===== src/rtl/fir_tdm_param.sv =====
// fir_tdm_param: time-multiplexed FIR filter with one MAC and a circular
// delay line. Each accepted sample costs TAPS+2 cycles: one accept edge,
// TAPS multiply-accumulate edges and one output edge.
// Optional build macro: FIR_SAT_EN saturates the result to DATA_W bits
// instead of wrapping it.
module fir_tdm_param #(
  parameter int DATA_W = 16,
  parameter int COEF_W = 16,
  parameter int TAPS   = 57,
  parameter int FRAC   = 14
) (
  input  logic                      clock_50,
  input  logic                      reset,
  input  logic [DATA_W-1:0]         din,
  input  logic                      din_valid,
  output logic                      din_ready,
  output logic [DATA_W-1:0]         dout,
  output logic                      dout_valid,
  input  logic                      coef_we,
  input  logic [$clog2(TAPS)-1:0]   coef_addr,
  input  logic [COEF_W-1:0]         coef_wdata,
  output logic                      busy
);

  localparam int AW     = $clog2(TAPS);
  localparam int PROD_W = DATA_W + COEF_W;
  localparam int ACC_W  = DATA_W + COEF_W + AW;

  localparam logic [1:0] ST_CLEAR = 2'd0;
  localparam logic [1:0] ST_IDLE  = 2'd1;
  localparam logic [1:0] ST_MAC   = 2'd2;
  localparam logic [1:0] ST_OUT   = 2'd3;

  localparam logic [AW:0]   TAPS_X = (AW+1)'(TAPS);
  localparam logic [AW-1:0] LAST   = AW'(TAPS - 1);

  logic [1:0]               state;
  logic [AW-1:0]            wptr;
  logic [AW-1:0]            k;
  logic signed [ACC_W-1:0]  acc;
  logic signed [COEF_W-1:0] coef [TAPS];
  logic signed [DATA_W-1:0] dline [TAPS];

  logic                     accept;
  logic                     coef_ok;
  logic [AW-1:0]            wptr_next;
  logic [AW-1:0]            rd_idx;
  logic signed [PROD_W-1:0] c_ext;
  logic signed [PROD_W-1:0] d_ext;
  logic signed [PROD_W-1:0] prod;
  logic [DATA_W-1:0]        out_val;

  assign din_ready = (state == ST_IDLE);
  assign busy      = (state != ST_IDLE);
  assign accept    = (state == ST_IDLE) && din_valid;
  // Out-of-range addresses never reach the coefficient bank.
  assign coef_ok   = coef_we && (state == ST_IDLE) && ({1'b0, coef_addr} < TAPS_X);
  assign wptr_next = (wptr == LAST) ? '0 : wptr + AW'(1);

  // Tap address (wptr - k) mod TAPS and the full-precision signed product.
  always_comb begin
    rd_idx = '0;
    if (wptr >= k) begin
      rd_idx = wptr - k;
    end else begin
      rd_idx = AW'({1'b0, wptr} + TAPS_X - {1'b0, k});
    end
    c_ext = PROD_W'(coef[k]);
    d_ext = PROD_W'(dline[rd_idx]);
    prod  = c_ext * d_ext;
  end

`ifdef FIR_SAT_EN
  localparam logic signed [ACC_W-1:0] SAT_MAX = {{(ACC_W-DATA_W+1){1'b0}}, {(DATA_W-1){1'b1}}};
  localparam logic signed [ACC_W-1:0] SAT_MIN = ~SAT_MAX;
  logic signed [ACC_W-1:0] shifted;

  // Scale down by FRAC and clamp to the representable output range.
  always_comb begin
    shifted = acc >>> FRAC;
    if (shifted > SAT_MAX) begin
      out_val = SAT_MAX[DATA_W-1:0];
    end else if (shifted < SAT_MIN) begin
      out_val = SAT_MIN[DATA_W-1:0];
    end else begin
      out_val = shifted[DATA_W-1:0];
    end
  end
`else
  // Scale down by FRAC and keep the low DATA_W bits (wrap-around).
  always_comb begin
    out_val = DATA_W'(acc >>> FRAC);
  end
`endif

  // Control FSM, accumulator, output register and coefficient bank.
  always_ff @(posedge clock_50 or posedge reset) begin
    if (reset) begin
      state      <= ST_CLEAR;
      dout       <= '0;
      dout_valid <= 1'b0;
      acc        <= '0;
      wptr       <= '0;
      k          <= '0;
      for (int i = 0; i < TAPS; i++) begin
        coef[i] <= '0;
      end
    end else begin
      dout_valid <= 1'b0;
      // The write lands on the accept edge, so MAC already sees it.
      if (coef_ok) begin
        coef[coef_addr] <= coef_wdata;
      end
      case (state)
        ST_CLEAR: begin
          if (k == LAST) begin
            k     <= '0;
            state <= ST_IDLE;
          end else begin
            k <= k + AW'(1);
          end
        end
        ST_IDLE: begin
          if (din_valid) begin
            wptr  <= wptr_next;
            acc   <= '0;
            k     <= '0;
            state <= ST_MAC;
          end
        end
        ST_MAC: begin
          acc <= acc + ACC_W'(prod);
          if (k == LAST) begin
            k     <= '0;
            state <= ST_OUT;
          end else begin
            k <= k + AW'(1);
          end
        end
        ST_OUT: begin
          dout       <= out_val;
          dout_valid <= 1'b1;
          state      <= ST_IDLE;
        end
        default: state <= ST_CLEAR;
      endcase
    end
  end

  // Delay line: zeroed entry by entry while clearing, written on accept.
  always_ff @(posedge clock_50) begin
    if (state == ST_CLEAR) begin
      dline[k] <= '0;
    end else if (accept) begin
      dline[wptr_next] <= din;
    end
  end

endmodule


===== config.mk =====
export PLATFORM = sky130hd
export DESIGN_NAME = fir_tdm_param
export DESIGN_NICKNAME = d
export VERILOG_FILES = /design/src/rtl/fir_tdm_param.sv
export SDC_FILE = /design/constraint.sdc
export NUM_CORES = 2
export LEC_CHECK = 0
export BUFFER_PORTS_ARGS = -buffer_cell sky130_fd_sc_hd__buf_2
export CAP_MARGIN = 10
export CELL_PAD_IN_SITES_DETAIL_PLACEMENT = 0
export CELL_PAD_IN_SITES_GLOBAL_PLACEMENT = 1
export CORE_ASPECT_RATIO = 0.5
export CORE_MARGIN = 10
export CORE_UTILIZATION = 35
export CTS_CLUSTER_DIAMETER = 50
export CTS_CLUSTER_SIZE = 40
export DETAILED_ROUTE_END_ITERATION = 16
export PLACE_DENSITY_LB_ADDON = 0.15
export SKIP_CTS_REPAIR_TIMING = 1
export SYNTH_ARGS = -nofsm -noshare
export SYNTH_HDL_FRONTEND = slang
export SYNTH_SLANG_ARGS = --single-unit

===== constraint.sdc =====
create_clock -name clock_50 -period 38.1 [get_ports clock_50]
set_input_delay 3.81 -clock clock_50 [delete_from_list [all_inputs] [get_ports clock_50]]
set_output_delay 3.81 -clock clock_50 [all_outputs]
set_load 0.02 [all_outputs]

Word level (Yosys, flattened, before mapping):

Memories as Yosys holds them, arrays and structs flattened.
Cells that the tools add are included.

* add/sub/neg operators: 6
* $mul: 1
* magnitude comparators: 5
* equality and inequality tests: 9
* multiplexer cells: 26
* bitwise operators: 2
* reduce and logical (&&, ||, !) cells: 13

Operators with widths (number)
* bitwise mux 912 bit: 1
* binary-select mux 16 bit (select 6 bit): 1
* demux 16 bit (select 6 bit): 1
* one-hot mux 38 bit (2 select lines): 1
* 2-to-1 mux 16 bit: 4
* adder 38 x 32 -> 38 bit: 1
* 2-to-1 mux 38 bit: 1
* multiplier 16 x 16 -> 32 bit: 1
* 2-to-1 mux 6 bit: 5
* OR reduction 16 bit: 1
* greater-or-equal comparator 7 bit, second input constant: 2
* inverter 6 -> 7 bit: 2
* adder 6 x 1 -> 6 bit, second input constant: 2
* equality test 6 bit, second input constant: 2
* one-hot mux 6 bit (2 select lines): 1
* subtractor 6 bit: 2
* one-hot mux 2 bit (4 select lines): 1
* < comparator 7 x 1 -> 1 bit, second input constant: 1
* 2-to-1 mux 1 bit: 7
* adder 6 bit, second input constant: 1
* greater-or-equal comparator 6 bit: 1
* < comparator 6 bit, second input constant: 1
* 2-to-1 mux 2 bit: 3
* != test 2 bit, second input constant: 3
* 9 further kinds: 16

* bits in registers: 981
* bits in writable memories: 912
* output and inout bits: 19
* word-level logic and storage cells: 126
* memories kept: 1

Memories
* dline: words 57, bits a word 16, read ports 1, clocked after Yosys merged registers in 0, write ports 1, RTL line 42 `logic signed [DATA_W-1:0] dline [TAPS];`

Logic depth before layout (Yosys ltp):

* word-level depth: 7
* mapped depth: 50

Worst setup path after synthesis:

No wires, ideal clock.

* kind: register to register
* from: register k[2]
* to: register acc[29]
* setup time: 122 ps
* data arrival time: 10756 ps
* data required time: 37978 ps
* path slack: 27223 ps
* cell stages (with the launch flop): 48
* path through: dfrtp_1 > clkbuf_1 > inv_1 > buf_1 > clkbuf_1 > ha_1 > inv_1 > fa_1 > and2b_4 > o21a_1 > buf_4 > o21ai_1 > and2_1 > buf_4 > buf_6 > buf_6 > buf_6 > buf_6 > [12 not listed] > fa_1 > inv_1 > fa_1 > inv_1 > fa_1 > inv_1 > ha_1 > a21oi_1 > nor2b_1 > nor3_1 > o21ai_1 > a41oi_1 > o21ai_1 > o41a_1 > a221o_1 > a21o_1 > a21o_1 > a32o_1

* word-level cells in the longest chain between the ends: 7
* elaborated cells between the ends (all ways): 12
* classes of those cells: 3 x add/sub; 1 x mul; 1 x order compare; 5 x mux; 1 x bitwise; 1 x memory

RTL lines
* start, declared: RTL line 39 `logic [AW-1:0] k;`
* start signal, assigned: RTL line 120 `k <= k + AW'(1);`
* start signal, assigned: RTL line 137 `k <= k + AW'(1);`
* branches (longest 4 deep; another with memory (57 x 16 bit))
* multiplier 16 x 16 -> 32 bit *: RTL line 70 `prod = c_ext * d_ext;`
* adder 38 x 32 -> 38 bit *: RTL line 132 `acc <= acc + ACC_W'(prod);`
* one-hot mux 38 bit (2 select lines) *: RTL line 114 `case (state)`
* end signal, assigned: RTL line 132
* end, declared: RTL line 40 `logic signed [ACC_W-1:0] acc;`

Every way passes the cells marked *. The select of a mux whose other input is x is not followed.
A chain may end at the register's enable or synchronous reset.

Worst setup path after layout:

* from: register k[1]
* to: register acc[29]

Same word-level chain as after synthesis.

==> impl_metrics.py <==
metrics = {
    "run_status": {
        "status": "complete, no violations",
    },
    "global_route": {
        "grt_start_max_net_pins": 116,
        "antenna_found_initial": 25,
        "grt_pass1_vias": 54000,
        "overflow": 0,
        "grt_first_pass_wirelength_um": 383000,
        "grtUsageTotal": 0.182,
    },
    "timing": {
        "setup_viol": 0,
        "fin_skew_ps": 58.4,
        "drv_slew": 0,
        "rsz0062_at_grt": "no",
        "fin_crit_sh": 0.362,
        "tightest_slew_ps": 1270,
        "slew_headroom": 0.156,
        "hold_viol": 0,
        "fmax_mhz": 72.5,
        "fin_crit_ps": 13790,
        "timing.setup.tns_ps": 0,
    },
    "synthesis": {
        "synth-edff-count": 912,
        "synth_fp_nets": 6322,
        "ys.flop_type": "dfrtp_1",
        "ys_ff_latch": 1885,
        "syn_area_mm2": 0.0907,
        "netlist_instances": 5885,
        "synthDistinctLibCells": 92,
        "synth.avg_cell_area_um2": 15.4,
        "async_flop_share": 0.516,
        "synth_seq_area_share": 0.570,
        "synth_warnings": 0,
    },
    "clocking": {
        "cts_root_buffer": "clkbuf_16",
        "clock-sinks": 1885,
        "clk_path_buf_depth": 4,
        "cts_tree": "built",
        "cts_buffers": 147,
        "worstSkewPairLatency_ps": 850,
        "cts.clk_slew.worst_paths_ps": 80,
        "htreeDepth": 4,
    },
    "setup_path": {
        "worstPathArrival_ps": 14540,
        "rrSetupSlack_ps": 24310,
        "crit_type": "flip-flop to flip-flop",
        "cp.required_ps": 38850,
        "cpMostUsedCell": "fa_1",
        "critical-path-top-delay-family": "compound AO/OA/AOI/OAI gates",
        "setup.worst_path.start_class": "flip-flop",
        "crit_path_end_kind": "flip-flop",
        "crit_buf_inv": 6,
        "crit_slowest_cell": "a2111oi_0",
        "max_stage_delay_ps": 920,
        "crit_path_max_fanout": 80,
    },
    "die": {
        "dieWidth_um": 740,
        "core_area_mm2": 0.258,
        "start_util": 0.351,
        "row_count": 132,
        "die_h_um": 380,
        "ios": 61,
        "dieArea_mm2": 0.281,
    },
    "route": {
        "drc": 0,
        "antenna_left": 0,
        "first_pass_iters": 6,
        "drt-wirelength-per-cell_um": 27.5,
        "dr.first_iter.drc_count": 4183,
        "routed_via_density": 5.35,
        "drt_wl_total_um": 261000,
        "vias": 50800,
    },
    "place": {
        "hpwlAfterDp_um": 164000,
        "finalWeightedCongestion": 0.792,
        "numPortBuffers": 60,
    },
    "cells_and_area": {
        "area_growth_pct": 10.8,
        "final_common_cell": "dfrtp_1",
        "final_cell_mix": "dfrtp_1 (968), mux2_2 (934), edfxtp_1 (912)",
        "drive_gt1_frac": 0.325,
        "utilization": 0.389,
        "nets": 6332,
    },
    "worst_hold_path": {
        "hp-class": "flip-flop to flip-flop",
    },
    "job": {
        "cap_violations": 0,
    },
}
metrics by stage:
step / instances / worst slack, ps / hold WS [ps] / area, µm²
detailed placement: 9225 / 24190 / 482 / 95300
floorplan: 5885 / 6920 / 455 / 90700
CTS: 9484 / 24190 / 500 / 100000
global route: 9490 / 23440 / 514 / 101000
global placement: 9223 / 24210 / 476 / 95300
finish: 9495 / 24310 / 493 / 101000
cell families (layout without fill, tap and decap cells):
logic type | after synthesis | count (layout) | share of synthesized area
xor gates and xnor gates | 52 | 52 | 0.00519
and+or+nand+nor | 880 | 880 | 0.0451
adders and majority gates | 395 | 395 | 0.0776
muxes | 1516 | 1516 | 0.236
DFF | 1885 | 1885 | 0.570
buffers and inverters | 740 | 860 | 0.0345
other | 0 | 6 | 0
AOI/OAI and AO/OA | 417 | 417 | 0.0318
tightest hold or removal path: cells and delay by family (launching register included):
| family | cells | cell delay (ps) |
|---|---|---|
| simple gates | 1 | 50 |
| flops | 1 | 350 |
| compound gates | 1 | 60 |
routing by layer:
metal,routed length [µm],GRT usage,up-vias
li1,-,-,21500
met1,121000,0.261,27700
met2,118000,0.282,1202
met3,15400,0.0381,332
met4,7110,0.0466,10
met5,61,0,-
final cells by class:
type | count | area, µm²
clock inverters | 103 | 1310
multi-input cells | 3260 | 36100
inverters | 347 | 1310
repair buffers | 254 | 1860
well taps | 3484 | 4360
clock buffers | 156 | 3830
fillers | 23900 | 158000
diodes | 6 | 15.0
flip-flops and latches | 1885 | 51700
state kept, by name (all words and copies together), names as in the netlist:
| register | flops |
|---|---|
| acc | 30 |
| coef | 912 |
| dline | 912 |
| dout | 16 |
| dout_valid | 1 |
| k | 6 |
| state | 2 |
| wptr | 6 |
synthesized netlist by cell type, drive strengths merged, types with 7 or more instances:
master | n | area (µm²)
a311oi | 14 | 123
dfrtp | 973 | 24300
mux2i | 180 | 1820
o31ai | 8 | 65.1
inv | 346 | 1300
o21bai | 9 | 71.3
nand4 | 11 | 75.1
o221ai | 16 | 140
a21oi | 84 | 450
a21o | 21 | 158
nor3 | 49 | 250
xnor2 | 34 | 298
xor2 | 17 | 149
o22ai | 24 | 150
nand2 | 352 | 1330
a22o | 8 | 70.1
a211oi | 17 | 128
nor2 | 206 | 776
nor2b | 20 | 125
clkbuf | 271 | 1020
and2 | 137 | 857
a31oi | 37 | 244
nand3 | 32 | 170
nand2b | 15 | 93.8
buf | 122 | 811
o21ai | 83 | 427
a221oi | 37 | 324
fa | 279 | 5590
mux2 | 935 | 10500
ha | 116 | 1450
mux4 | 401 | 9030
o211ai | 7 | 57.6
or2 | 7 | 43.8
edfxtp | 912 | 27400
and3 | 17 | 106
a22oi | 8 | 70.1
path summary, 6_finish.rpt:
| kind | startpoint | end | cells past startpoint |
|---|---|---|---|
| worst max-delay path | k[1]$_DFFE_PP0P_ | acc[29]$_DFFE_PP0P_ | 34 |
| worst min-delay path | acc[10]$_DFFE_PP0P_ | acc[10]$_DFFE_PP0P_ | 2 |
| worst max register to register | k[1]$_DFFE_PP0P_ | acc[29]$_DFFE_PP0P_ | 34 |
| worst min register to register | acc[10]$_DFFE_PP0P_ | acc[10]$_DFFE_PP0P_ | 2 |
| max in group asynchronous | reset | coef[124]$_DFFE_PP0P_ | 6 |
| min in group asynchronous | reset | coef[903]$_DFFE_PP0P_ | 2 |
Power is left out: the tool's default activity adds up to more than one toggle a clock period on the data nets, which glitch-free logic cannot reach.
